$ cat src/rtl/ps2_pkg.sv
// Shared constants, FSM state encoding and helpers for the PS/2 keyboard transmit path.
package ps2_pkg;

    localparam logic [7:0] PS2_BREAK      = 8'hF0;
    localparam logic [7:0] PS2_LSHIFT     = 8'h12;
    localparam int         PS2_FRAME_BITS = 11;

    typedef enum logic [2:0] {
        S_IDLE,
        S_LOOKUP,
        S_ERR,
        S_FRAME,
        S_GAP
    } ps2_state_t;

    function automatic logic is_upper(input logic [7:0] c);
        return (c >= 8'h41) && (c <= 8'h5A);
    endfunction

endpackage

$ cat src/rtl/ascii_to_ps2.sv
// Combinational ASCII -> PS/2 Set-2 make-code lookup (inverse of the receive decode table).
// With PS2_TX_SHIFT_EN defined, A-Z fold onto their lowercase codes.
module ascii_to_ps2
    import ps2_pkg::*;
(
    input  logic [7:0] ascii,
    output logic [7:0] code,
    output logic       hit
);

    logic [7:0] key;

    always_comb begin
`ifdef PS2_TX_SHIFT_EN
        key = is_upper(ascii) ? (ascii | 8'h20) : ascii;
`else
        key = ascii;
`endif
        code = '0;
        hit  = 1'b1;
        case (key)
            8'h61: code = 8'h1C;  8'h62: code = 8'h32;  8'h63: code = 8'h21;
            8'h64: code = 8'h23;  8'h65: code = 8'h24;  8'h66: code = 8'h2B;
            8'h67: code = 8'h34;  8'h68: code = 8'h33;  8'h69: code = 8'h43;
            8'h6A: code = 8'h3B;  8'h6B: code = 8'h42;  8'h6C: code = 8'h4B;
            8'h6D: code = 8'h3A;  8'h6E: code = 8'h31;  8'h6F: code = 8'h44;
            8'h70: code = 8'h4D;  8'h71: code = 8'h15;  8'h72: code = 8'h2D;
            8'h73: code = 8'h1B;  8'h74: code = 8'h2C;  8'h75: code = 8'h3C;
            8'h76: code = 8'h2A;  8'h77: code = 8'h1D;  8'h78: code = 8'h22;
            8'h79: code = 8'h35;  8'h7A: code = 8'h1A;
            8'h30: code = 8'h45;  8'h31: code = 8'h16;  8'h32: code = 8'h1E;
            8'h33: code = 8'h26;  8'h34: code = 8'h25;  8'h35: code = 8'h2E;
            8'h36: code = 8'h36;  8'h37: code = 8'h3D;  8'h38: code = 8'h3E;
            8'h39: code = 8'h46;
            8'h20: code = 8'h29;
            default: hit = 1'b0;
        endcase
    end

endmodule

$ cat src/rtl/ps2_keyboard_tx.sv
// PS/2 keyboard emulator: ASCII in over valid/ready, make/break scan-code frames out.
// Optional PS2_TX_SHIFT_EN: uppercase letters are wrapped in left-shift make/break.
module ps2_keyboard_tx
    import ps2_pkg::*;
#(
    parameter int CLK_DIV    = 4,
    parameter int GAP_CYCLES = 8
) (
    input  logic       clk,
    input  logic       rst,
    input  logic [7:0] in_ascii,
    input  logic       in_valid,
    output logic       in_ready,
    output logic       ps2_clk,
    output logic       ps2_data,
    output logic       busy,
    output logic       err
);

`ifdef PS2_TX_SHIFT_EN
    localparam int SEQ_LEN = 6;
`else
    localparam int SEQ_LEN = 3;
`endif
    localparam int HALF_W = $clog2(2 * CLK_DIV);
    localparam int BIT_W  = $clog2(PS2_FRAME_BITS);
    localparam int GAP_W  = $clog2(GAP_CYCLES + 1);
    localparam int BYTE_W = $clog2(SEQ_LEN + 1);

    localparam logic [HALF_W-1:0] HALF_LAST = HALF_W'(2 * CLK_DIV - 1);
    localparam logic [HALF_W-1:0] HALF_FALL = HALF_W'(CLK_DIV);
    localparam logic [BIT_W-1:0]  BIT_LAST  = BIT_W'(PS2_FRAME_BITS - 1);
    localparam logic [GAP_W-1:0]  GAP_LAST  = GAP_W'(GAP_CYCLES - 1);

    ps2_state_t state, state_nx;

    logic [7:0]        ascii_q, code_q, lut_code, cur_byte;
    logic              lut_hit, accept, frame_done, gap_done;
    logic [HALF_W-1:0] half_cnt;
    logic [BIT_W-1:0]  bit_cnt;
    logic [GAP_W-1:0]  gap_cnt;
    logic [BYTE_W-1:0] byte_idx, byte_last;
    logic [10:0]       frame_vec;
`ifdef PS2_TX_SHIFT_EN
    logic              shift_q;
`endif

    ascii_to_ps2 u_lut (
        .ascii (ascii_q),
        .code  (lut_code),
        .hit   (lut_hit)
    );

    assign in_ready   = (state == S_IDLE);
    assign busy       = (state != S_IDLE);
    assign err        = (state == S_ERR);
    assign accept     = in_valid & in_ready;
    assign frame_done = (state == S_FRAME) && (bit_cnt == BIT_LAST) && (half_cnt == HALF_LAST);
    assign gap_done   = (state == S_GAP) && (gap_cnt == GAP_LAST);

    always_ff @(posedge clk) begin
        if (rst) state <= S_IDLE;
        else     state <= state_nx;
    end

    always_comb begin
        state_nx = state;
        case (state)
            S_IDLE:   if (accept) state_nx = S_LOOKUP;
            S_LOOKUP: state_nx = lut_hit ? S_FRAME : S_ERR;
            S_ERR:    state_nx = S_IDLE;
            S_FRAME:  if (frame_done) state_nx = S_GAP;
            S_GAP:    if (gap_done) state_nx = (byte_idx == byte_last) ? S_IDLE : S_FRAME;
            default:  state_nx = S_IDLE;
        endcase
    end

    always_ff @(posedge clk) begin
        if (rst) begin
            ascii_q  <= '0;
            code_q   <= '0;
            half_cnt <= '0;
            bit_cnt  <= '0;
            gap_cnt  <= '0;
            byte_idx <= '0;
`ifdef PS2_TX_SHIFT_EN
            shift_q  <= 1'b0;
`endif
        end else begin
            if (accept) ascii_q <= in_ascii;
            case (state)
                S_LOOKUP: begin
                    code_q   <= lut_code;
                    half_cnt <= '0;
                    bit_cnt  <= '0;
                    gap_cnt  <= '0;
                    byte_idx <= '0;
`ifdef PS2_TX_SHIFT_EN
                    shift_q  <= is_upper(ascii_q);
`endif
                end
                S_FRAME: begin
                    if (half_cnt == HALF_LAST) begin
                        half_cnt <= '0;
                        bit_cnt  <= (bit_cnt == BIT_LAST) ? '0 : bit_cnt + 1'b1;
                    end else begin
                        half_cnt <= half_cnt + 1'b1;
                    end
                    gap_cnt <= '0;
                end
                S_GAP: begin
                    if (gap_done) begin
                        gap_cnt  <= '0;
                        byte_idx <= byte_idx + 1'b1;
                    end else begin
                        gap_cnt  <= gap_cnt + 1'b1;
                    end
                end
                default: ;
            endcase
        end
    end

    // Byte currently on the wire, selected by position in the make/break sequence.
    always_comb begin
        cur_byte  = code_q;
        byte_last = BYTE_W'(2);
`ifdef PS2_TX_SHIFT_EN
        if (shift_q) begin
            byte_last = BYTE_W'(5);
            case (byte_idx)
                BYTE_W'(0), BYTE_W'(5): cur_byte = PS2_LSHIFT;
                BYTE_W'(2), BYTE_W'(4): cur_byte = PS2_BREAK;
                default:                cur_byte = code_q;
            endcase
        end else if (byte_idx == BYTE_W'(1)) begin
            cur_byte = PS2_BREAK;
        end
`else
        if (byte_idx == BYTE_W'(1)) cur_byte = PS2_BREAK;
`endif
    end

    // stop, odd parity, data LSB-first, start
    assign frame_vec = {1'b1, ~^cur_byte, cur_byte, 1'b0};

    assign ps2_clk  = (state != S_FRAME) || (half_cnt < HALF_FALL);
    assign ps2_data = (state != S_FRAME) || frame_vec[bit_cnt];

endmodule

$ cat config.mk
export PLATFORM = sky130hd
export DESIGN_NAME = ps2_keyboard_tx
export DESIGN_NICKNAME = d
export VERILOG_FILES = /design/src/rtl/ps2_pkg.sv /design/src/rtl/ascii_to_ps2.sv /design/src/rtl/ps2_keyboard_tx.sv
export SDC_FILE = /design/constraint.sdc
export NUM_CORES = 1
export LEC_CHECK = 0
export ABC_AREA = 1
export CORE_MARGIN = 2
export CORE_UTILIZATION = 25
export CTS_CLUSTER_DIAMETER = 60
export CTS_CLUSTER_SIZE = 30
export DETAILED_ROUTE_END_ITERATION = 16
export GPL_TIMING_DRIVEN = 0
export PLACE_DENSITY = 0.51
export SLEW_MARGIN = 20
export SYNTH_ARGS = -nofsm -noshare
export SYNTH_HDL_FRONTEND = slang
export SYNTH_SLANG_ARGS = --single-unit
$ cat constraint.sdc
create_clock -name clk -period 1.6 [get_ports clk]
set_input_delay 0.32 -clock clk [delete_from_list [all_inputs] [get_ports clk]]
set_output_delay 0.32 -clock clk [all_outputs]
set_load 0.01 [all_outputs]
==> impl_metrics.tcl, run 1 <==
set metrics [dict create \
    status "finished, violations left" \
    violations "negative setup slack" \
    clock.fmax_mhz 448 \
    path_cells "inv_2, ha_4, or2_4, buf_4, a21oi_1, a41oi_1, a21boi_0, nand2_2, buf_6" \
    worstPathArrival_ns 1.91 \
    synth_top_family_by_area "simple AND/OR/NAND/NOR gates" \
    synth.mux.area_fraction 0 \
    clk_latency_ns 0.29 \
    synth_seq_area_share 0.277 \
    drt_iter0_drc 227 \
    hpwl_um 4950 \
    synth_area_sq_um 2240 \
    slowest_delay_ns 0.33 \
    totalNegativeSetupSlack_ns -0.863 \
    path_class "reg -> out" \
    r2r_slack_ns -0.09 \
    io_buffers 15 \
    postSynthCellCount 382 \
    grt_pass1_wl_um 11000 \
    power.leakage_nw 1.46 \
    root_buffer "clkbuf_8" \
    seqCellArea_sq_um 642 \
    grt_max_degree 11 \
    holdWs_ns 0.442 \
    synth-simple-area-share 0.403 \
    yosys.cell_count.top_type "nand2_1" \
    r2r_cells 13 \
    cts_tree "done" \
    vias 2618 \
    yosys.area_share.xor_xnor 0.0235 \
    area_growth_pct 44.8 \
    ant_nets 0 \
    critPathRequiredTime_ns 1.28 \
    clock-sinks 31 \
    max_slew_margin 0.620 \
    place_congestion 0.948 \
    routed_wl_um 7040 \
    cts-hold-fix-buffers 0 \
    io_pins 16 \
    core_sq_um 8720 \
    synth-edff-count 0 \
    grt_most_used_layer "met2" \
    grt-ovfl-total 0 \
    antenna_found_initial 0 \
    fill_cells 938 \
    path_max_fanout 7 \
    min_path_type "reg -> reg" \
    tightest_slew_ns 0.569 \
    placementRows 34 \
    synth_top_area_share 0.277 \
    grt_setup_unrepaired "true" \
    synthTopCellsByCount "nand2_1, nor2_1, inv_1" \
    min_path_cells 1 \
    dieWidth_um 98.7 \
    first_pass_iters 4 \
    powerDensity_nw_per_um2 997 \
    multiInputGateArea_sq_um 1800 \
    synth_warnings 0 \
    clk_pin_slew_worst_paths_ns 0.07 \
    wl_per_cell_um 13.0 \
    clockBufferDepth 2 \
    ys_seq_elements 31 \
    drive_gt1_frac 0.339 \
    clock-skew-final_ns 0.00357 \
    synth-adder-area-share 0.0391 \
    synth.avg_cell_area_sq_um 5.87 \
    synthTopCellsByArea "dfxtp_1, nand2_1, nor2_1" \
    drv_slew 0 \
    crit_slowest_cell "dfxtp_2" \
    die_h_um 98.7 \
    fin_crit_ns 2.23 \
    n_antenna_cell 0 \
    synthArstFlopShare 0 \
    ys.flop_type "dfxtp_1" \
    setup.worst_path.start_class "flop" \
    numCtsBuffers 5 \
    met2_usage 0.227 \
    gr-usage-all-layers 0.138 \
    synth_compound_area_frac 0.169 \
    setup_slack_ns -0.632 \
    ys_types 31 \
    met3_usage 0.0227 \
    cap_viol_max_count 0 \
    min_period_over_period 1.40 \
    drc 0 \
    h-tree-depth 2 \
    peakVddDrop_mv 0.531 \
    start_util 0.257 \
    syn_nets 400 \
    hold_viol_final 0 \
    yosysTopAreaCell "dfxtp_1" \
    layout.nets 450 \
    endpoint_kind "output port" \
    cp.depth 9 \
    die_area_sq_um 9740 \
    finalSetupViolCount 6 \
    routed_via_density 4.84 \
    grt_use_met1 0.183 \
    worst-path-buf-inv 3 \
    path_delay_family "compound AO/OA/AOI/OAI gates" \
    grt_pass1_vias 2414 \
]
[final cells by class]
| type | count | area share |
|---|---|---|
| Buffer | 6 | 0.0131 |
| Clock buffer | 7 | 0.0297 |
| Clock inverter | 1 | 0.00231 |
| Inverter | 44 | 0.0532 |
| Multi-Input combinational cell | 301 | 0.554 |
| Sequential cell | 31 | 0.198 |
| Tap cell | 108 | 0.0416 |
| Timing Repair Buffer | 43 | 0.108 |
[through the flow]
stage	cell area, sq um	power (W)	worst slack, ns	instances	utilization
detailed placement	2540	0.00204	-0.776	505	0.292
global placement	2540	0.00205	-0.776	505	0.292
global route	3250	0.00347	-0.785	541	0.372
CTS	2830	0.00293	-0.645	519	0.325
finish	3250	0.00324	-0.632	541	0.372
floorplan	2260	0.00171	-0.159	382	-
[layout by cell type (no fill, tap or decap), drive strengths merged]
cell	n
nor3	8
clkdlybuf4s50	10
o31ai	1
a41oi	1
a211oi	3
xnor2	2
xor2	4
inv	42
clkinvlp	3
nor4	1
o21ai	27
or2	2
nand3	17
nor2	76
o211ai	2
a2bb2oi	2
buf	34
nand3b	1
a2111oi	1
dfxtp	31
clkbuf	10
a21boi	2
a21oi	27
nand2	109
dlygate4sd2	2
nand4	7
ha	7
a221oi	1
[power by group]
group | leakage [nW] | switching [W] | total [W] | internal [W]
clock | 0.0505 | 0.000327 | 0.000719 | 0.000392
sequential | 0.257 | 0.000112 | 0.00101 | 0.000896
combinational | 1.15 | 0.000938 | 0.00151 | 0.000572
[state kept, by name (all words and copies together) (netlist names)]
register  count
state         3
ascii_q       8
byte_idx      2
half_cnt      3
bit_cnt       4
code_q        7
gap_cnt       4
[metal layers]
layer,vias to the layer above,share of wire
li1,1343,-
met1,1207,0.45
met2,55,0.48
met3,13,0.051
met4,0,0.025
met5,-,0
[path summary, 6_finish.rpt]
check	from	to
max	byte_idx[1]	ps2_data
max reg2reg	ascii_q[0]	state[0]
min	half_cnt[0]	half_cnt[0]
min reg2reg	half_cnt[0]	half_cnt[0]
[cell families after synthesis]
group / count (synthesis)
AO/OA/AOI/OAI: 67
flip-flops: 31
XOR/XNOR: 6
adder cells (fa/ha/maj): 7
AND/OR/NAND/NOR: 221
buffers and inverters: 50
[worst register-to-register path, delay by kind of cell, from the launching register on]
kind,cells,cell delay (ns)
simple gates,11,0.97
flops,1,0.39
compound gates,1,0.05
buf+inv,1,0.16
[what timing repair did]
item	in CTS	in global routing
endpoints found under the setup margin	14	24
resized for setup	64	88
setup buffers	5	23
pin swaps	8	36
cloned	1	0
Note: power is estimated with default switching activity, not from simulation.
==> run 2: changes to the inputs <==
CELL_PAD_IN_SITES_DETAIL_PLACEMENT = 0   (was default)
CELL_PAD_IN_SITES_GLOBAL_PLACEMENT = 1   (was default)
PLACE_DENSITY = 0.64   (was 0.51)
==> impl_metrics.tcl, run 2 (synthesized netlist as in run 1, its figures left out) <==
set metrics [dict create \
    wl_per_cell_um 13.7 \
    clock-skew-final_ns 0.00216 \
    fin_crit_ns 2.19 \
    layout_common_cells "nand2_1, nor2_1, inv_1" \
    layout_commonest_cell "nand2_1" \
    violations "negative setup slack" \
    largest-register "ascii_q" \
    worstPathArrival_ns 1.87 \
    grt-ovfl-total 0 \
    cts_tree "done" \
    critPathRequiredTime_ns 1.28 \
    power.leakage_nw 1.53 \
    fill_cells 919 \
    drc 0 \
    final_util 0.393 \
    io_buffers 15 \
    r2r_slack_ns -0.05 \
    numCtsBuffers 5 \
    tightest_slew_ns 0.580 \
    hpwl_um 5100 \
    drive_gt1_frac 0.387 \
    m1WireLength_um 3120 \
    crit_slowest_cell "dfxtp_2" \
    die_h_um 98.7 \
    clk_pin_slew_worst_paths_ns 0.07 \
    routed_via_density 4.96 \
    cap_viol_max_count 0 \
    met3WireLength_um 359 \
    dieWidth_um 98.7 \
    start_util 0.257 \
    cts-hold-fix-buffers 0 \
    path_max_fanout 7 \
    layout.nets 449 \
    die_area_sq_um 9740 \
    grt_setup_unrepaired "true" \
    clockBufferDepth 2 \
    clk_latency_ns 0.28 \
    grt_pass1_wl_um 11100 \
    crit_start "byte_idx[1]" \
    vias 2676 \
    root_buffer "clkbuf_8" \
    totalNegativeSetupSlack_ns -0.669 \
    endpoint_kind "output port" \
    clock-sinks 31 \
    drt_iter0_drc 234 \
    slowest_delay_ns 0.33 \
    antenna_found_initial 0 \
    grt_max_degree 11 \
    multiInputGateArea_sq_um 1900 \
    gr-usage-all-layers 0.137 \
    max_slew_margin 0.614 \
    path_cells "inv_2, ha_4, or2_4, xnor2_2, xor2_1, xnor2_1, o21ai_1, nand2_1, nand2_2, buf_6" \
    hold_viol_final 0 \
    largest_reg_flops 8 \
    seqCellArea_sq_um 657 \
    h-tree-depth 2 \
    r2r_cells 10 \
    grt_pass1_vias 2439 \
    first_pass_iters 6 \
    area_growth_pct 53.0 \
    finalSetupViolCount 3 \
    clock.fmax_mhz 457 \
    n_antenna_cell 0 \
    peakVddDrop_mv 0.478 \
    place_congestion 0.901 \
    io_pins 16 \
    highest_layer "met4" \
    min_path_type "reg -> reg" \
    reg_top3 "ascii_q x8, code_q x7" \
    drv_slew 0 \
    ant_nets 0 \
    powerDensity_nw_per_um2 1010 \
    rr_endpoint "code_q[3]" \
    placementRows 34 \
    wl_met2_um 3610 \
    core_sq_um 8720 \
    status "finished, violations left" \
    path_class "reg -> out" \
    routed_wl_um 7370 \
    setup.worst_path.start_class "flop" \
    cp-endpoint "ps2_data" \
    min_period_over_period 1.37 \
    power_w 0.00347 \
    rr_startpoint "ascii_q[4]" \
    setup_slack_ns -0.588 \
]
## run 2: changes by cell type in the layout (fill, tap and decap cells not counted), moves of 3 or more
cell	delta
dfxtp_1	-4
nor2_1	-9
inv_4	+3
dfxtp_4	+4
nand2_8	+5
nand2_4	+4
inv_1	-4
nor2_2	+8
nand2_1	-9
buf_12	+3
buf_4	-8
## run 2: worst min path at each step
stage	from	endpoint	slack, ns	depth (start not counted)
after floorplan	rst	bit_cnt[2]	0.41	1
after global placement	code_q[4]	code_q[4]	0.45	2
after detailed placement	code_q[4]	code_q[4]	0.46	2
after CTS	code_q[4]	code_q[4]	0.47	2
after global routing	half_cnt[0]	half_cnt[0]	0.47	1
final	half_cnt[0]	half_cnt[0]	0.45	1
## run 2: layout make-up
type	count	share of cell area
multi-input cells	302	0.555
flip-flops and latches	31	0.192
repair buffers	41	0.115
inverters	44	0.0533
well taps	108	0.0394
clock buffers	7	0.0281
plain buffers	6	0.0146
clock inverters	1	0.00219
## run 2: metal layers
layer | global-route usage | vias up
met1 | 0.174 | 1212
met3 | 0.0298 | 29
met2 | 0.227 | 87
met5 | 0 | -
li1 | - | 1348
met4 | 0.0580 | 0
## run 2: worst max-delay path, delay by kind of cell (launching register included)
kind / cells / cell delay (ns)
AO/OA/AOI/OAI: 1 / 0.12
AND/OR/NAND/NOR: 3 / 0.38
adder cells (fa/ha/maj): 1 / 0.18
XOR/XNOR: 3 / 0.43
buffers and inverters: 2 / 0.14
flip-flops: 1 / 0.33
## run 2: what timing repair did
item | in CTS | in global routing
setup endpoints to repair | 15 | 25
setup buffers | 7 | 17
gates resized for setup | 73 | 126
pin swaps | 11 | 41
cloned | 1 | 2
## run 2: where the power goes
| part | switching, W | internal (W) | total [W] | leakage (nW) |
|---|---|---|---|---|
| Sequential | 0.000162 | 0.000907 | 0.00107 | 0.260 |
| Combinational | 0.00104 | 0.000650 | 0.00169 | 1.22 |
| Clock | 0.000316 | 0.000391 | 0.000707 | 0.0505 |
| Total | 0.00152 | 0.00195 | 0.00347 | 1.53 |
## run 2: metrics by stage
stage                     hold WS (ns)  instance area [sq um]  worst slack (ns)  cells
after CTS                        0.469                   2870            -0.641    521
after global routing             0.471                   3430            -0.732    540
final                            0.445                   3430            -0.588    540
after detailed placement         0.459                   2540            -0.775    505
after floorplan                  0.411                   2260            -0.159    382
after global placement           0.453                   2540            -0.792    505
==> run 3: changes to the inputs <==
PLACE_DENSITY = 0.62   (was 0.64)
clock period = 2.03 ns   (was 1.6 ns; I/O delays follow)
==> impl_metrics.tcl, run 3 (synthesized netlist as in run 1, its figures left out) <==
set metrics [dict create \
    status "finished, violations left" \
    violations "negative setup slack" \
    min_period_over_period 1.13 \
    layout.nets 424 \
    vias 2421 \
    gr-usage-all-layers 0.137 \
    root_buffer "clkbuf_8" \
    cts-hold-fix-buffers 0 \
    finalSetupViolCount 1 \
    reg_top3 "ascii_q x8, code_q x7" \
    clkPwrFrac 0.283 \
    totalNegativeSetupSlack_ns -0.266 \
    area_growth_pct 21.0 \
    path_cells "inv_2, ha_4, or2_4, xnor2_2, xor2_1, xnor2_1, o21ai_1, nand2_1, nand2_1, buf_2" \
    drive_gt1_frac 0.0860 \
    io_pins 16 \
    path_max_fanout 7 \
    routed_via_density 4.70 \
    first_pass_iters 7 \
    grt-ovfl-total 0 \
    grt_pass1_wl_um 10900 \
    largest-register "ascii_q" \
    wl_per_cell_um 12.1 \
    power_switching_w 0.000876 \
    dieWidth_um 98.7 \
    die_area_sq_um 9740 \
    n_antenna_cell 0 \
    min_path_type "reg -> reg" \
    crit_slowest_cell "dfxtp_2" \
    drt_iter0_drc 150 \
    seqPwrFrac 0.337 \
    io_buffers 15 \
    p_sw_frac 0.389 \
    grt_setup_unrepaired "true" \
    place_congestion 0.898 \
    hold_viol_final 0 \
    power_w 0.00225 \
    cpMostUsedCell "nand2_1" \
    placementRows 34 \
    hpwl_um 5000 \
    drc 0 \
    clock-skew-final_ns 0.00642 \
    power.leakage_nw 1.25 \
    fill_cells 970 \
    routed_wl_um 6260 \
    fin_area_sq_um 2710 \
    peakVddDrop_mv 0.410 \
    layout_common_cells "nand2_1, nor2_1, inv_1" \
    endpoint_kind "output port" \
    largest_reg_flops 8 \
    powerDensity_nw_per_um2 830 \
    clock-sinks 31 \
    slowest_delay_ns 0.34 \
    path_class "reg -> out" \
    holdWs_ns 0.471 \
    antenna_found_initial 0 \
    worstPathArrival_ns 1.89 \
    clockBufferDepth 2 \
    die_h_um 98.7 \
    grt_pass1_vias 2421 \
    cap_viol_max_count 0 \
    comb_power_share 0.380 \
    clk_latency_ns 0.28 \
    layout_commonest_cell "nand2_1" \
    core_sq_um 8720 \
    setup.worst_path.start_class "flop" \
    fin_crit_ns 2.30 \
    tightest_slew_ns 0.568 \
    cts_tree "done" \
    internal-power_w 0.00138 \
    h-tree-depth 2 \
    max_slew_margin 0.621 \
    critPathRequiredTime_ns 1.62 \
    numCtsBuffers 5 \
    drv_slew 0 \
    clk_pin_slew_worst_paths_ns 0.07 \
    dpl_cell_area_sq_um 2530 \
    ant_nets 0 \
    preCtsSetupSlack_ns -0.562 \
    clock.fmax_mhz 436 \
    grt_max_degree 11 \
    start_util 0.257 \
    setup_slack_ns -0.266 \
]
run 3: critical path: cells and delay by family, from the launching register on:
family / cells / cell delay [ns]
and+or+nand+nor: 3 / 0.35
adders and majority gates: 1 / 0.19
buffers and inverters: 2 / 0.19
AOI/OAI and AO/OA: 1 / 0.09
xor gates and xnor gates: 3 / 0.47
DFF: 1 / 0.34
run 3: per-layer routing:
| layer | share of wire | up-vias | track usage |
|---|---|---|---|
| met1 | 0.48 | 1060 | 0.179 |
| met4 | 0.028 | 0 | 0.0558 |
| met3 | 0.041 | 16 | 0.0262 |
| met5 | 0 | - | 0 |
| met2 | 0.45 | 64 | 0.221 |
| li1 | - | 1281 | - |
run 3: per-stage QoR:
stage | std cells | utilization
6_report | 515 | 0.311
3_5_place_dp | 505 | 0.290
3_3_place_gp | 505 | 0.290
2_1_floorplan | 382 | -
4_1_cts | 514 | 0.307
5_1_grt | 515 | 0.311
run 3: power groups by stage:
stage               clock, W  sequential [W]  combinational, W
floorplan                  0        0.000753          0.000587
global placement           0        0.000767          0.000848
detailed placement         0        0.000766          0.000843
CTS                 0.000659        0.000756          0.000859
global route        0.000693        0.000775          0.000974
finish              0.000637        0.000759          0.000855
run 3: final cells by class:
class,count,area [sq um],area share
Buffer,6,35.0,0.0129
Clock buffer,6,82.6,0.0304
Clock inverter,2,35.0,0.0129
Inverter,44,165,0.0609
Multi-Input combinational cell,301,1470,0.542
Sequential cell,31,623,0.230
Tap cell,108,135,0.0498
Timing Repair Buffer,17,165,0.0609
run 3: final timing paths:
kind | startpoint | endpoint | slack, ns | depth (start not counted)
setup / recovery | byte_idx[1] | ps2_data | -0.27 | 10
hold / removal | code_q[4] | code_q[4] | 0.47 | 2
setup reg to reg | ascii_q[0] | state[0] | 0.20 | 13
hold reg to reg | code_q[4] | code_q[4] | 0.47 | 2
run 3: timing repair:
| action | CTS | global route |
|---|---|---|
| resized for setup | 12 | 12 |
| endpoints found under the setup margin | 2 | 5 |
| buffers inserted | 1 | 1 |
| pin swaps | 3 | 7 |
| cloned | 0 | 0 |
